### src/rtl/register_file_sb.sv
// -----------------------------------------------------------------------------
// register_file_sb
//
// Pipeline register file with two write ports (dual writeback), two
// combinational read ports, a debug read port and a per-register busy
// scoreboard used by the ID stage for hazard detection and stalls.
//
// Parameters
//   DATA_WIDTH : width of each register and of every data port
//   ADDR_WIDTH : register address width, depth = 2**ADDR_WIDTH
//   ZERO_REG   : 1 -> register 0 reads as zero, is never written, never busy
//   BYPASS     : 1 -> a same-cycle write is forwarded to a matching read port
//
// Ports
//   clock, reset                      : rising-edge clock, async active-low reset
//   readAddressA/B                    : read port addresses
//   readDataA/B                       : read data (stored value or bypassed)
//   readBusyA/B                       : scoreboard busy bit for the read address
//   write0Enable/Address/Data         : write port 0 (older pipe)
//   write1Enable/Address/Data         : write port 1 (younger pipe, wins ties)
//   issueEnable, issueAddress         : destination register issued this cycle
//   debug_addr, debug_data            : debug read, stored value only
//
// Writes and scoreboard updates happen on the rising edge while reset is
// high. While reset is low every output reads zero and bypass is disabled.
// -----------------------------------------------------------------------------
module register_file_sb #(
  parameter int DATA_WIDTH = 32,
  parameter int ADDR_WIDTH = 5,
  parameter int ZERO_REG   = 1,
  parameter int BYPASS     = 1
) (
  input  logic                  clock,
  input  logic                  reset,
  input  logic [ADDR_WIDTH-1:0] readAddressA,
  output logic [DATA_WIDTH-1:0] readDataA,
  output logic                  readBusyA,
  input  logic [ADDR_WIDTH-1:0] readAddressB,
  output logic [DATA_WIDTH-1:0] readDataB,
  output logic                  readBusyB,
  input  logic                  write0Enable,
  input  logic [ADDR_WIDTH-1:0] write0Address,
  input  logic [DATA_WIDTH-1:0] write0Data,
  input  logic                  write1Enable,
  input  logic [ADDR_WIDTH-1:0] write1Address,
  input  logic [DATA_WIDTH-1:0] write1Data,
  input  logic                  issueEnable,
  input  logic [ADDR_WIDTH-1:0] issueAddress,
  input  logic [ADDR_WIDTH-1:0] debug_addr,
  output logic [DATA_WIDTH-1:0] debug_data
);

  localparam int DEPTH = 1 << ADDR_WIDTH;
  localparam bit ZR    = (ZERO_REG != 0);
  localparam bit BP    = (BYPASS != 0);

  logic [DATA_WIDTH-1:0] regs [DEPTH];
  logic [DEPTH-1:0]      busy;
  logic [DEPTH-1:0]      busy_next;

  // Address-0 detection, only meaningful when register 0 is hardwired.
  logic w0_zero, w1_zero, iss_zero, ra_zero, rb_zero, dbg_zero;

  assign w0_zero  = ZR && (write0Address == '0);
  assign w1_zero  = ZR && (write1Address == '0);
  assign iss_zero = ZR && (issueAddress  == '0);
  assign ra_zero  = ZR && (readAddressA  == '0);
  assign rb_zero  = ZR && (readAddressB  == '0);
  assign dbg_zero = ZR && (debug_addr    == '0);

  // Qualified strobes: writes and issues to a hardwired zero are dropped.
  logic wr0_ok, wr1_ok, iss_ok;

  assign wr0_ok = write0Enable && !w0_zero;
  assign wr1_ok = write1Enable && !w1_zero;
  assign iss_ok = issueEnable  && !iss_zero;

  // ---------------------------------------------------------------------------
  // Register storage. Port 1 is assigned last so it wins an address tie.
  // ---------------------------------------------------------------------------
  always_ff @(posedge clock or negedge reset) begin
    if (!reset) begin
      for (int i = 0; i < DEPTH; i++) begin
        regs[i] <= '0;
      end
    end else begin
      if (wr0_ok) begin
        regs[write0Address] <= write0Data;
      end
      if (wr1_ok) begin
        regs[write1Address] <= write1Data;
      end
    end
  end

  // ---------------------------------------------------------------------------
  // Scoreboard. Writeback clears first, then issue sets, so an issue on the
  // same edge as a writeback to the same register leaves it busy: the issuing
  // instruction is the newer producer. No counting: a single clear frees it.
  // ---------------------------------------------------------------------------
  always_comb begin
    busy_next = busy;
    if (wr0_ok) begin
      busy_next[write0Address] = 1'b0;
    end
    if (wr1_ok) begin
      busy_next[write1Address] = 1'b0;
    end
    if (iss_ok) begin
      busy_next[issueAddress] = 1'b1;
    end
  end

  always_ff @(posedge clock or negedge reset) begin
    if (!reset) begin
      busy <= '0;
    end else begin
      busy <= busy_next;
    end
  end

  // ---------------------------------------------------------------------------
  // Bypass hit detection per read port. Suppressed while reset is low because
  // the write will be dropped, so forwarding it would show data that never
  // lands in the file.
  // ---------------------------------------------------------------------------
  logic hit0_a, hit1_a, hit0_b, hit1_b;
  logic iss_a, iss_b;

  assign hit0_a = BP && reset && wr0_ok && (write0Address == readAddressA);
  assign hit1_a = BP && reset && wr1_ok && (write1Address == readAddressA);
  assign hit0_b = BP && reset && wr0_ok && (write0Address == readAddressB);
  assign hit1_b = BP && reset && wr1_ok && (write1Address == readAddressB);

  // A same-cycle issue to the read address keeps the register busy even when
  // a writeback is being forwarded, matching the post-edge scoreboard state.
  assign iss_a = issueEnable && (issueAddress == readAddressA);
  assign iss_b = issueEnable && (issueAddress == readAddressB);

  // ---------------------------------------------------------------------------
  // Read port A
  // ---------------------------------------------------------------------------
  always_comb begin
    readDataA = regs[readAddressA];
    readBusyA = busy[readAddressA];
    if (hit1_a) begin
      readDataA = write1Data;
    end else if (hit0_a) begin
      readDataA = write0Data;
    end
    if ((hit0_a || hit1_a) && !iss_a) begin
      readBusyA = 1'b0;
    end
    if (!reset || ra_zero) begin
      readDataA = '0;
      readBusyA = 1'b0;
    end
  end

  // ---------------------------------------------------------------------------
  // Read port B
  // ---------------------------------------------------------------------------
  always_comb begin
    readDataB = regs[readAddressB];
    readBusyB = busy[readAddressB];
    if (hit1_b) begin
      readDataB = write1Data;
    end else if (hit0_b) begin
      readDataB = write0Data;
    end
    if ((hit0_b || hit1_b) && !iss_b) begin
      readBusyB = 1'b0;
    end
    if (!reset || rb_zero) begin
      readDataB = '0;
      readBusyB = 1'b0;
    end
  end

  // ---------------------------------------------------------------------------
  // Debug port: stored value only, never bypassed.
  // ---------------------------------------------------------------------------
  always_comb begin
    debug_data = regs[debug_addr];
    if (!reset || dbg_zero) begin
      debug_data = '0;
    end
  end

endmodule

### config.mk
export PLATFORM = sky130hd
export DESIGN_NAME = register_file_sb
export DESIGN_NICKNAME = d
export VERILOG_FILES = /design/src/rtl/register_file_sb.sv
export SDC_FILE = /design/constraint.sdc
export NUM_CORES = 2
export LEC_CHECK = 0
export CAP_MARGIN = 20
export CELL_PAD_IN_SITES_DETAIL_PLACEMENT = 2
export CELL_PAD_IN_SITES_GLOBAL_PLACEMENT = 2
export CORE_MARGIN = 4
export CORE_UTILIZATION = 45
export CTS_CLUSTER_DIAMETER = 80
export CTS_CLUSTER_SIZE = 16
export DETAILED_ROUTE_END_ITERATION = 16
export PLACE_DENSITY_LB_ADDON = 0.1
export SYNTH_ARGS = -nofsm -noshare
export SYNTH_HDL_FRONTEND = slang
export SYNTH_SLANG_ARGS = --single-unit
export TNS_END_PERCENT = 10
### constraint.sdc
create_clock -name clock -period 5.3 [get_ports clock]
set_clock_uncertainty 0.05 [all_clocks]
set_input_delay 1.06 -clock clock [delete_from_list [all_inputs] [get_ports clock]]
set_output_delay 1.06 -clock clock [all_outputs]
set_load 0.05 [all_outputs]
==> results.yml <==
status:
  status: "completed"
final_layout:
  layoutNonFillerInstCount: 9528
  final_area_sq_um: 85480
  areaGrowthSynthToFinish_pct: 13.19
  drive_above_1_share_pct: 21.84
  fin_util_pct: 51.18
  nNetsFinal: 7314
  n_fill_cell: 16711
clocking:
  cts_tree: "built"
  clk_latency_ns: 0.77
  postCtsSetupBuffers: 0
  clk_pin_slew_ns: 0.07
  clockBufferDepth: 3
  cts_buffers: 95
  htree_levels: 3
  postCtsHoldBufs: 0
  cts_root_buf: "clkbuf_16"
  cts_sinks: 1056
drt:
  drc: 0
  vias_per_cell: 7.761
  first_pass_iters: 6
  wl_per_cell_microns: 44.80
  via_count: 73947
  wl_microns: 426900
  first_iter_violations: 10928
  detail-route-antenna-nets: 0
synth:
  synthCells: 7400
  synthesis.area_sq_um: 75520
  synth_edf_count: 0
  syn_nets: 7499
  ys.flop_type: "dfrtp_1"
  ys_top_cells_by_area: "dfrtp_1 35%, mux4_2 20%, mux2i_1 14%, a21oi_1 5.9%, nor2_1 4.4%"
  ys_seq_area_share_pct: 34.99
  yosysTopAreaCell: "dfrtp_1"
  yosys_warnings: 0
  avgSynthCellArea_sq_um: 10.21
  yosysUniqueCellTypes: 67
  synth_seq_cells: 1056
  synthArstFlopShare_pct: 100.0
  netlist.area_leader.share_pct: 34.99
die:
  core_area_sq_um: 167000
  num_rows: 150
  start_util_pct: 45.21
  io_pins: 197
  dieArea_sq_um: 174400
  die_h_microns: 417.7
  die_w_microns: 417.7
power_and_ir_drop:
  leakagePower_nw: 35.04
  intPower_mw: 19.07
  irDropWorstVdd_v: 0.0002445
  p_sw_mw: 11.99
  seqPwrFrac_pct: 40.6
  comb_power_share_pct: 34.7
  power_mw: 31.07
  swShare_pct: 38.60
  powerDensity_nw_per_um2: 363.4
  clkPwrFrac_pct: 24.7
setup_path:
  required_ns: 4.19
  path_cells: "buf_8, buf_12, xor2_1, nor2_1, a31oi_4, buf_4, a21boi_0, a32o_1, buf_12"
  path_max_fanout: 29
  worst_setup_path_end_kind: "output pin"
  worst_ep_arrival_time_ns: 4.14
  slowest_stage: "a31oi_4"
  crit_path_max_incr_delay_ns: 0.54
  worstSetupPathType: "in2out"
  cp_common_cell: "buf_12"
  cp-start-kind: "input port"
placed_design:
  placed_area_sq_um: 82150
  globalplace.congestion: 0.9638
  dp_cells: 9319
  hpwl_microns: 267500
  io_buffer_count: 196
global_routing:
  grt_first_pass_wirelength_microns: 598100
  grt_usage_pct: 48.07
  antenna_found_initial: 58
  overflow: 0
  grt_start_max_net_pins: 149
  grt_pass1_vias: 77215
min_path:
  hold_class: "reg2reg"
sta:
  rsz0062_at_grt: "no"
  slew_headroom_pct: 23.54
  fmax_mhz: 190.5
  post-route-period-util_pct: 99.02
  worstMarginPinSlew_ns: 1.115
  setup_violations: 0
  final_max_slew_viol_count: 0
  hold_violations: 0
  whs_ns: 0.3641
  layout_min_cycle_time_ns: 5.248
flow_run:
  maxCapViolCount: 0
[final cells by class]
type | count | area (sq um) | share of cell area, %
multi-input combinational | 5327 | 45380 | 53.09
sequential | 1056 | 26430 | 30.91
timing repair buffer | 690 | 7493 | 8.766
tap | 2204 | 2758 | 3.226
clock buffer | 114 | 2592 | 3.033
clock inverter | 53 | 561.8 | 0.6572
inverter | 45 | 170.2 | 0.1991
antenna | 39 | 97.59 | 0.1142
[layout by cell type (no fill, tap or decap), types with 8 or more instances in the layout]
master / Yosys / layout
nand4_1: 32 / 32
xor2_1: 23 / 23
a21boi_0: 29 / 29
clkbuf_8: 0 / 8
clkdlybuf4s50_1: 0 / 82
a32o_1: 49 / 49
o21ai_1: 48 / 47
buf_8: 1 / 8
o22ai_1: 56 / 56
diode_2: 0 / 39
a21oi_1: 892 / 891
nand3_1: 38 / 37
nor3_1: 38 / 34
a221oi_1: 32 / 31
nor4b_1: 31 / 31
nor2_1: 892 / 876
mux4_2: 683 / 683
nand2_4: 0 / 31
o21ai_0: 413 / 413
inv_1: 44 / 44
buf_12: 2 / 161
a22oi_1: 60 / 60
mux2_2: 42 / 42
a2111oi_0: 19 / 19
nand2_1: 494 / 463
nor4_2: 6 / 8
buf_4: 45 / 433
nor2_4: 0 / 16
clkbuf_16: 0 / 98
o221ai_1: 86 / 86
a32oi_1: 109 / 109
nor4_1: 65 / 57
mux2i_1: 1074 / 1074
clkbuf_1: 608 / 8
clkinv_4: 0 / 10
nor2b_1: 25 / 23
clkinv_2: 0 / 11
inv_6: 0 / 14
dfrtp_1: 1056 / 1056
[per-stage QoR]
| stage | setup slack [ns] | setup TNS [ns] |
|---|---|---|
| final | 0.05182 | 0 |
| after global routing | 0.1238 | 0 |
| after CTS | 0.009847 | 0 |
| after detailed placement | -0.06035 | -0.06035 |
| after global placement | 0.06940 | 0 |
| after floorplan | 0.2781 | 0 |
[worst max-delay path: cells and delay by family]
family,cells,cell delay [ns]
AOI/OAI and AO/OA,3,1.24
xor gates and xnor gates,1,0.18
buffers and inverters,4,1.35
and+or+nand+nor,1,0.13
[logic make-up after synthesis]
group | count (synthesis) | share of synthesized area (%)
compound gates | 1813 | 14.03
xor+xnor | 30 | 0.3479
buf+inv | 1017 | 5.757
flops | 1056 | 34.99
mux | 1804 | 35.40
simple gates | 1680 | 9.465
[routing by layer]
layer / part of all wire, % / GRT usage, % / up-vias
met5: 0.057 / 0 / -
li1: - / - / 27305
met4: 9.8 / 39.06 / 38
met3: 12 / 17.05 / 2191
met1: 35 / 57.64 / 38618
met2: 43 / 69.73 / 5795
[synth_stat cells, types with 23 or more instances]
master	n
buf_2	196
buf_4	45
nor4b_1	31
a21oi_1	892
a32oi_1	109
xor2_1	23
dfrtp_1	1056
a221oi_1	32
nand2_1	494
o22ai_1	56
a32o_1	49
mux2i_1	1074
nor3_1	38
clkbuf_1	608
nor2b_1	25
a21boi_0	29
o21ai_1	48
o221ai_1	86
mux4_2	683
o21ai_0	413
nand4_1	32
inv_1	44
buf_1	109
mux2_2	42
nor2_1	892
a22oi_1	60
nor4_1	65
nand3_1	38
[sequential cells by signal, indices dropped and copies added (netlist names)]
register / cells
busy: 32
regs: 1024
[power groups by stage]
| stage | logic, mW | clock network (mW) | registers [mW] |
|---|---|---|---|
| global route | 11.2 | 8.01 | 12.8 |
| detailed placement | 10.4 | 0 | 12.5 |
| finish | 10.8 | 7.68 | 12.6 |
| global placement | 9.81 | 0 | 12.2 |
| CTS | 10.5 | 7.69 | 12.4 |
| floorplan | 6.83 | 0 | 11.6 |
[path summary, 6_finish.rpt]
check,start,endpoint,slack (ns),depth (start not counted)
max,readAddressA[0],readDataA[4],0.05,9
min in group asynchronous,reset,regs[443],0.42,2
max in group asynchronous,reset,regs[111],2.54,4
min,busy[0],busy[0],0.36,0
min reg2reg,busy[0],busy[0],0.36,0
max reg2reg,regs[375],regs[375],4.23,2
[what timing repair did]
action | 4_1_cts | 5_1_grt
hold endpoints to repair | 0 | 0
endpoints found under the setup margin | 1 | 14
cloned | 0 | 0
gates resized for setup | 1 | 10
No activity file was read; power rests on OpenSTA's default activity.
